===== config.mk =====
export PLATFORM = sky130hd
export DESIGN_NAME = tag_ram_ctrl_flat
export DESIGN_NICKNAME = d
export VERILOG_FILES = /design/src/rtl/tag_ram_ctrl_pkg.sv /design/src/rtl/tag_ram_ctrl_if.sv /design/src/rtl/tag_ram_ctrl_sat_counter.sv /design/src/rtl/tag_ram_ctrl.sv /design/src/flat_wrapper.sv
export SDC_FILE = /design/constraint.sdc
export NUM_CORES = 1
export LEC_CHECK = 0
export BUFFER_PORTS_ARGS = -buffer_cell sky130_fd_sc_hd__buf_2
export CORE_ASPECT_RATIO = 0.8
export CORE_MARGIN = 2
export CORE_UTILIZATION = 30
export DETAILED_ROUTE_END_ITERATION = 8
export MAX_ROUTING_LAYER = met4
export PLACE_DENSITY_LB_ADDON = 0.12
export SYNTH_ARGS = -nofsm -noshare
export SYNTH_HDL_FRONTEND = slang
export SYNTH_SLANG_ARGS = --single-unit

===== constraint.sdc =====
create_clock -name clock -period 1.8 [get_ports clock]
set_input_delay 0.18 -clock clock [delete_from_list [all_inputs] [get_ports clock]]
set_output_delay 0.18 -clock clock [all_outputs]
set_load 0.02 [all_outputs]

===== src/rtl/tag_ram_ctrl_pkg.sv =====
// -----------------------------------------------------------------------------
// tag_ram_ctrl_pkg
// Shared types and helpers for the tag RAM sequencing controller.
//   state_t   : controller FSM states (IDLE / LOOK / FLUSH)
//   valid_bit : position of the valid flag inside a RAM word of a given width
// -----------------------------------------------------------------------------
package tag_ram_ctrl_pkg;

  typedef enum logic [1:0] {
    IDLE  = 2'd0,
    LOOK  = 2'd1,
    FLUSH = 2'd2
  } state_t;

  // Valid flag is the MSB of the RAM word; the tag occupies the bits below it.
  function automatic int valid_bit(input int dwidth);
    return dwidth - 1;
  endfunction

endpackage


===== src/rtl/tag_ram_ctrl_if.sv =====
// -----------------------------------------------------------------------------
// tag_ram_ctrl_if
// Cache-side bus of the tag RAM controller.
//   lookup : req_valid/req_ready/req_index/req_tag -> rsp_valid/rsp_hit/rsp_index
//   fill   : fill_valid/fill_index/fill_tag -> fill_ready
//   flush  : inv_all -> flush_busy/flush_done
//   stats  : hit_count/miss_count
// modport master : cache lookup path (drives requests)
// modport slave  : the controller
// -----------------------------------------------------------------------------
interface tag_ram_ctrl_if #(
  parameter int AWIDTH = 3,
  parameter int DWIDTH = 7,
  parameter int CNT_W  = 8
);
  localparam int TAG_W = DWIDTH - 1;

  logic              req_valid;
  logic              req_ready;
  logic [AWIDTH-1:0] req_index;
  logic [TAG_W-1:0]  req_tag;

  logic              rsp_valid;
  logic              rsp_hit;
  logic [AWIDTH-1:0] rsp_index;

  logic              fill_valid;
  logic              fill_ready;
  logic [AWIDTH-1:0] fill_index;
  logic [TAG_W-1:0]  fill_tag;

  logic              inv_all;
  logic              flush_busy;
  logic              flush_done;

  logic [CNT_W-1:0]  hit_count;
  logic [CNT_W-1:0]  miss_count;

  modport master (
    output req_valid, req_index, req_tag,
    output fill_valid, fill_index, fill_tag,
    output inv_all,
    input  req_ready, rsp_valid, rsp_hit, rsp_index,
    input  fill_ready, flush_busy, flush_done,
    input  hit_count, miss_count
  );

  modport slave (
    input  req_valid, req_index, req_tag,
    input  fill_valid, fill_index, fill_tag,
    input  inv_all,
    output req_ready, rsp_valid, rsp_hit, rsp_index,
    output fill_ready, flush_busy, flush_done,
    output hit_count, miss_count
  );

endinterface


===== src/rtl/tag_ram_ctrl_sat_counter.sv =====
// -----------------------------------------------------------------------------
// sat_counter
// Saturating statistics counter: counts inc pulses, sticks at all-ones,
// synchronous clear has priority over increment.
//   clock, reset_n : clock and asynchronous active-low reset
//   inc            : increment request
//   clr            : clear to zero
//   count          : current value
// -----------------------------------------------------------------------------
module sat_counter #(
  parameter int CNT_W = 8
) (
  input  logic             clock,
  input  logic             reset_n,
  input  logic             inc,
  input  logic             clr,
  output logic [CNT_W-1:0] count
);

  logic [CNT_W-1:0] count_reg;

  always_ff @(posedge clock or negedge reset_n) begin
    if (!reset_n) begin
      count_reg <= '0;
    end else if (clr) begin
      count_reg <= '0;
    end else if (inc && (count_reg != {CNT_W{1'b1}})) begin
      count_reg <= count_reg + {{(CNT_W-1){1'b0}}, 1'b1};
    end
  end

  assign count = count_reg;

endmodule


===== src/rtl/tag_ram_ctrl.sv =====
// -----------------------------------------------------------------------------
// tag_ram_ctrl
// Sequencing controller for a synchronous-read tag RAM (address sampled on
// the edge, data out the following cycle). Serves tag lookups, single-entry
// fills and a whole-array flush, and keeps saturating hit/miss statistics.
//   clock, reset_n : clock and asynchronous active-low reset
//   bus            : cache-side request/response bus (slave modport)
//   ram_addr       : RAM address (holds its last value when idle)
//   ram_din        : RAM write data ({valid, tag})
//   ram_we         : RAM write enable
//   ram_dout       : RAM read data, valid the cycle after ram_addr is sampled
// -----------------------------------------------------------------------------
module tag_ram_ctrl
  import tag_ram_ctrl_pkg::*;
#(
  parameter int AWIDTH = 3,
  parameter int DWIDTH = 7,
  parameter int CNT_W  = 8
) (
  input  logic              clock,
  input  logic              reset_n,
  tag_ram_ctrl_if.slave     bus,
  output logic [AWIDTH-1:0] ram_addr,
  output logic [DWIDTH-1:0] ram_din,
  output logic              ram_we,
  input  logic [DWIDTH-1:0] ram_dout
);

  localparam int TAG_W     = DWIDTH - 1;
  localparam int VALID_BIT = valid_bit(DWIDTH);

  state_t            state_reg;
  logic              pending_reg;
  logic [AWIDTH-1:0] flush_idx_reg;
  logic [TAG_W-1:0]  tag_reg;
  logic [AWIDTH-1:0] index_reg;
  logic              rsp_valid_reg;
  logic              rsp_hit_reg;
  logic [AWIDTH-1:0] rsp_index_reg;
  logic              flush_done_reg;
  logic [AWIDTH-1:0] addr_reg;

  logic flush_go;
  logic fill_go;
  logic req_go;
  logic look_hit;

  // A pending flush outranks fills, and fills outrank lookups.
  assign flush_go      = (state_reg == IDLE) && pending_reg;
  assign fill_go       = (state_reg == IDLE) && !pending_reg && bus.fill_valid;
  assign bus.req_ready = (state_reg == IDLE) && !pending_reg && !bus.fill_valid;
  assign req_go        = bus.req_ready && bus.req_valid;
  assign bus.fill_ready = fill_go;

  // In LOOK, ram_dout carries the word addressed at the accepting edge.
  assign look_hit = ram_dout[VALID_BIT] && (ram_dout[TAG_W-1:0] == tag_reg);

  always_comb begin
    ram_addr = addr_reg;
    ram_din  = '0;
    ram_we   = 1'b0;
    if (state_reg == FLUSH) begin
      ram_we   = 1'b1;
      ram_addr = flush_idx_reg;
    end else if (fill_go) begin
      ram_we   = 1'b1;
      ram_addr = bus.fill_index;
      ram_din  = {1'b1, bus.fill_tag};
    end else if (req_go) begin
      ram_addr = bus.req_index;
    end
  end

  always_ff @(posedge clock or negedge reset_n) begin
    if (!reset_n) begin
      state_reg      <= IDLE;
      pending_reg    <= 1'b0;
      flush_idx_reg  <= '0;
      tag_reg        <= '0;
      index_reg      <= '0;
      rsp_valid_reg  <= 1'b0;
      rsp_hit_reg    <= 1'b0;
      rsp_index_reg  <= '0;
      flush_done_reg <= 1'b0;
      addr_reg       <= '0;
    end else begin
      addr_reg       <= ram_addr;
      rsp_valid_reg  <= 1'b0;
      flush_done_reg <= 1'b0;
      // Requests arriving during FLUSH are absorbed by the running flush.
      if (bus.inv_all && (state_reg != FLUSH)) begin
        pending_reg <= 1'b1;
      end
      case (state_reg)
        IDLE: begin
          if (flush_go) begin
            // Overrides a same-cycle inv_all: that request is covered too.
            pending_reg   <= 1'b0;
            flush_idx_reg <= '0;
            state_reg     <= FLUSH;
          end else if (req_go) begin
            tag_reg   <= bus.req_tag;
            index_reg <= bus.req_index;
            state_reg <= LOOK;
          end
        end
        LOOK: begin
          rsp_valid_reg <= 1'b1;
          rsp_hit_reg   <= look_hit;
          rsp_index_reg <= index_reg;
          state_reg     <= IDLE;
        end
        FLUSH: begin
          flush_idx_reg <= flush_idx_reg + AWIDTH'(1);
          if (&flush_idx_reg) begin
            flush_done_reg <= 1'b1;
            state_reg      <= IDLE;
          end
        end
        default: state_reg <= IDLE;
      endcase
    end
  end

  assign bus.rsp_valid  = rsp_valid_reg;
  assign bus.rsp_hit    = rsp_hit_reg;
  assign bus.rsp_index  = rsp_index_reg;
  assign bus.flush_done = flush_done_reg;
  assign bus.flush_busy = pending_reg || (state_reg == FLUSH);

  sat_counter #(.CNT_W(CNT_W)) u_hit_cnt (
    .clock   (clock),
    .reset_n (reset_n),
    .inc     ((state_reg == LOOK) && look_hit),
    .clr     (flush_go),
    .count   (bus.hit_count)
  );

  sat_counter #(.CNT_W(CNT_W)) u_miss_cnt (
    .clock   (clock),
    .reset_n (reset_n),
    .inc     ((state_reg == LOOK) && !look_hit),
    .clr     (flush_go),
    .count   (bus.miss_count)
  );

endmodule


===== src/flat_wrapper.sv =====
// flat-port wrapper written by rule: the top's interface ports become plain ports
module tag_ram_ctrl_flat import tag_ram_ctrl_pkg::*;
#(
  parameter int AWIDTH = 3,
  parameter int DWIDTH = 7,
  parameter int CNT_W  = 8
)
  (clock, reset_n, ram_addr, ram_din, ram_we, ram_dout, bus_req_valid, bus_req_index, bus_req_tag, bus_fill_valid, bus_fill_index, bus_fill_tag, bus_inv_all, bus_req_ready, bus_rsp_valid, bus_rsp_hit, bus_rsp_index, bus_fill_ready, bus_flush_busy, bus_flush_done, bus_hit_count, bus_miss_count);
  tag_ram_ctrl_if #(.AWIDTH(AWIDTH), .DWIDTH(DWIDTH), .CNT_W(CNT_W)) bus_i ();
  input  logic clock;
  input  logic reset_n;
  output logic [AWIDTH-1:0] ram_addr;
  output logic [DWIDTH-1:0] ram_din;
  output logic ram_we;
  input  logic [DWIDTH-1:0] ram_dout;
  input wire logic [$bits(bus_i.req_valid)-1:0] bus_req_valid;
  input wire logic [$bits(bus_i.req_index)-1:0] bus_req_index;
  input wire logic [$bits(bus_i.req_tag)-1:0] bus_req_tag;
  input wire logic [$bits(bus_i.fill_valid)-1:0] bus_fill_valid;
  input wire logic [$bits(bus_i.fill_index)-1:0] bus_fill_index;
  input wire logic [$bits(bus_i.fill_tag)-1:0] bus_fill_tag;
  input wire logic [$bits(bus_i.inv_all)-1:0] bus_inv_all;
  output wire logic [$bits(bus_i.req_ready)-1:0] bus_req_ready;
  output wire logic [$bits(bus_i.rsp_valid)-1:0] bus_rsp_valid;
  output wire logic [$bits(bus_i.rsp_hit)-1:0] bus_rsp_hit;
  output wire logic [$bits(bus_i.rsp_index)-1:0] bus_rsp_index;
  output wire logic [$bits(bus_i.fill_ready)-1:0] bus_fill_ready;
  output wire logic [$bits(bus_i.flush_busy)-1:0] bus_flush_busy;
  output wire logic [$bits(bus_i.flush_done)-1:0] bus_flush_done;
  output wire logic [$bits(bus_i.hit_count)-1:0] bus_hit_count;
  output wire logic [$bits(bus_i.miss_count)-1:0] bus_miss_count;
  assign bus_i.req_valid = bus_req_valid;
  assign bus_i.req_index = bus_req_index;
  assign bus_i.req_tag = bus_req_tag;
  assign bus_i.fill_valid = bus_fill_valid;
  assign bus_i.fill_index = bus_fill_index;
  assign bus_i.fill_tag = bus_fill_tag;
  assign bus_i.inv_all = bus_inv_all;
  assign bus_req_ready = bus_i.req_ready;
  assign bus_rsp_valid = bus_i.rsp_valid;
  assign bus_rsp_hit = bus_i.rsp_hit;
  assign bus_rsp_index = bus_i.rsp_index;
  assign bus_fill_ready = bus_i.fill_ready;
  assign bus_flush_busy = bus_i.flush_busy;
  assign bus_flush_done = bus_i.flush_done;
  assign bus_hit_count = bus_i.hit_count;
  assign bus_miss_count = bus_i.miss_count;
  tag_ram_ctrl #(.AWIDTH(AWIDTH), .DWIDTH(DWIDTH), .CNT_W(CNT_W)) u_core (.clock(clock), .reset_n(reset_n), .bus(bus_i), .ram_addr(ram_addr), .ram_din(ram_din), .ram_we(ram_we), .ram_dout(ram_dout));
endmodule

==> results_dict.tcl <==
set metrics [dict create \
    ios 66 \
    grt-ovfl-total 0 \
    worstPathCellList "nor4_4 -> nand2_2 -> nand2_1 -> a21oi_2 -> a221o_1 -> buf_6" \
    drc 0 \
    place_ws_ns 0.0313 \
    maxSlewViolCount 0 \
    syn_inst 199 \
    synthToLayoutAreaGrowth_pct 44.2 \
    vias_per_cell 4.64 \
    wl_met1_mm 2.55 \
    highest_layer "met4" \
    syn_avg_cell_area_um2 10.1 \
    leakage_nw 1.47 \
    root_buffer "clkbuf_8" \
    path_buf_inv 1 \
    fillCellCount 643 \
    max_freq_mhz 494 \
    die_area_mm2 0.00735 \
    synth_nets 233 \
    port_buffers 65 \
    postRouteAntennaNets 0 \
    netlist_top_cells_count "49 x nand2_1, 40 x dfrtp_1, 10 x nand3_1, 9 x a21oi_1" \
    period_share_pct 112 \
    violations "setup timing" \
    reg2regPathDepth 6 \
    critPathMaxFanout 5 \
    cp.required_ns 1.62 \
    clock_skew_ns 0.0126 \
    peakVddDrop_v 0.000527 \
    synth_ff_type "dfrtp_1" \
    synth.most_common_cell "nand2_1" \
    min_period_ns 2.02 \
    cap_violations 0 \
    antenna_found_initial 0 \
    multiInputGateArea_mm2 0.00100 \
    synth_edf_count 0 \
    critPathSlowestCell "dfrtp_2" \
    row_count 26 \
    crit_end "ram_addr[0]" \
    fp.dieH_um 77.1 \
    max_stage_delay_ns 0.45 \
    synth_area_mm2 0.00200 \
    cts_tree "built" \
    synthDistinctLibCells 46 \
    start_kind "register" \
    cts_htree_levels 2 \
    die_w_um 95.3 \
    totalWireLength_mm 5.06 \
    synth-seq-cells 40 \
    place.gp.congestion 0.768 \
    crit_start "u_core.state_reg[0]" \
    cp.arrival_ns 1.84 \
    yosys_warnings 0 \
    r2r-start "u_core.tag_reg[0]" \
    clk_pin_slew_worst_paths_ns 0.08 \
    hold_path.class "primary input to register" \
    path_depth 6 \
    regArea_mm2 0.00100 \
    finalSetupViolations 3 \
    postSynth.asyncResetShare_pct 100 \
    wl_per_cell_um 13.2 \
    r2r_slack_ns 0.10 \
    ys_seq_area_share_pct 50.0 \
    n_antenna_cell 0 \
    slew_headroom_pct 69.2 \
    synth.area.top_cells "dfrtp_1 50%, nand2_1 9.2%, xnor2_1 3.1%" \
    insertion_delay_ns 0.30 \
    synth_top_cell_by_area "dfrtp_1" \
    p_per_area_mw_per_mm2 1340 \
    drt_iter0_markers 50 \
    wl_met3_um 272 \
    r2r-end "u_core.u_hit_cnt.count[3]" \
    status "complete, but fails checks" \
    finalPower_mw 3.88 \
    path_delay_family "simple AND/OR/NAND/NOR gates" \
    synth_top_area_share_pct 50.0 \
    cts.sink_count 40 \
    rsz0062_at_grt "true" \
    core-area_mm2 0.00641 \
    grt_pass1_wl_mm 8.40 \
    worst_pin_slew_ns 0.462 \
    dp_hpwl_mm 3.82 \
    clockBufferDepth 2 \
    setup_ws_ns -0.223 \
    dr.pass1.iters 6 \
    grt_pass1_vias 1724 \
    grt_usage_pct 15.0 \
    start_util_pct 31.2 \
    cts_buffers 5 \
    vias 1782 \
    end_kind "output port" \
    hold_violations 0 \
    worstSetupPathType "register to output port" \
    fin_nets 333 \
    wl_met2_mm 2.19 \
    drive_above_1_share_pct 46.7 \
    grt_max_degree 24 \
]
==> final cells by class <==
cell class / count / area share [%]
Clock buffer: 6 / 2.86
Inverter: 4 / 0.867
Sequential cell: 40 / 34.8
Tap cell: 84 / 3.64
Multi-Input combinational cell: 147 / 34.7
Timing Repair Buffer: 101 / 21.8
Clock inverter: 2 / 1.34
==> report_power, final <==
part | internal, mW | leakage, nW | switching (mW)
Clock | 0.454 | 0.0614 | 0.331
Combinational | 0.802 | 0.884 | 0.891
Sequential | 1.18 | 0.522 | 0.223
Total | 2.44 | 1.47 | 1.45
==> worst min-delay path, delay by kind of cell <==
family	cells	cell delay, ns
buffers and inverters	1	0.07
and+or+nand+nor	2	0.09
==> kinds of logic (layout without fill, tap and decap cells) <==
| kind of cell | count (synthesis) | count (layout) | synth area share (%) |
|---|---|---|---|
| simple gates | 95 | 95 | 25.1 |
| flops | 40 | 40 | 50.0 |
| compound gates | 36 | 36 | 12.7 |
| buf+inv | 12 | 113 | 3.12 |
| xor+xnor | 10 | 10 | 5.50 |
| fa+ha+maj | 4 | 4 | 2.50 |
| mux | 2 | 2 | 1.06 |
==> through the flow <==
step           hold slack (ns)  setup TNS (ns)  util, %  std cells  instance area, um2
6_report                0.0748          -0.634     45.0        384                2890
2_1_floorplan           -0.116          -0.167        -        199                2030
5_1_grt                 0.0724          -0.991     45.0        384                2890
3_3_place_gp             0.160               0     41.1        369                2630
3_5_place_dp             0.162               0     41.1        369                2630
4_1_cts                 0.0651          -0.595     43.8        379                2810
==> what timing repair did <==
action / 4_1_cts / 5_1_grt
resized for setup: 12 / 11
hold buffers: 1 / 0
pin swaps: 4 / 11
endpoints found under the hold margin: 17 / 0
endpoints found under the setup margin: 9 / 13
buffers inserted: 1 / 5
==> worst min path at each step <==
stage | start | to | slack, ns | cells after the start
detailed placement | reset_n | u_core.u_miss_cnt.count[0] | 0.16 | 1
floorplan | reset_n | u_core.addr_reg[0] | -0.12 | 0
global route | bus_req_tag[1] | u_core.tag_reg[1] | 0.07 | 3
finish | bus_req_tag[3] | u_core.tag_reg[3] | 0.07 | 3
CTS | bus_req_tag[3] | u_core.tag_reg[3] | 0.07 | 3
global placement | reset_n | u_core.u_miss_cnt.count[0] | 0.16 | 1
==> cell usage in the layout (no fill, tap or decap), drive strengths merged, types with 3 or more instances in the layout <==
master,n
clkbuf,6
o211ai,3
dfrtp,40
nand4,3
a21oi,9
o21ai,5
buf,100
a221o,3
nand2,49
ha,4
nor4,3
and2,7
xnor2,10
o31ai,6
nor2,7
nand3,11
clkinv,3
==> layer usage <==
layer / up-vias / track usage (%)
li1: 901 / -
met5: - / -
met3: 5 / 4.03
met1: 837 / 21.7
met4: 0 / 4.35
met2: 39 / 20.6
Note: power is estimated with default switching activity, not from simulation.
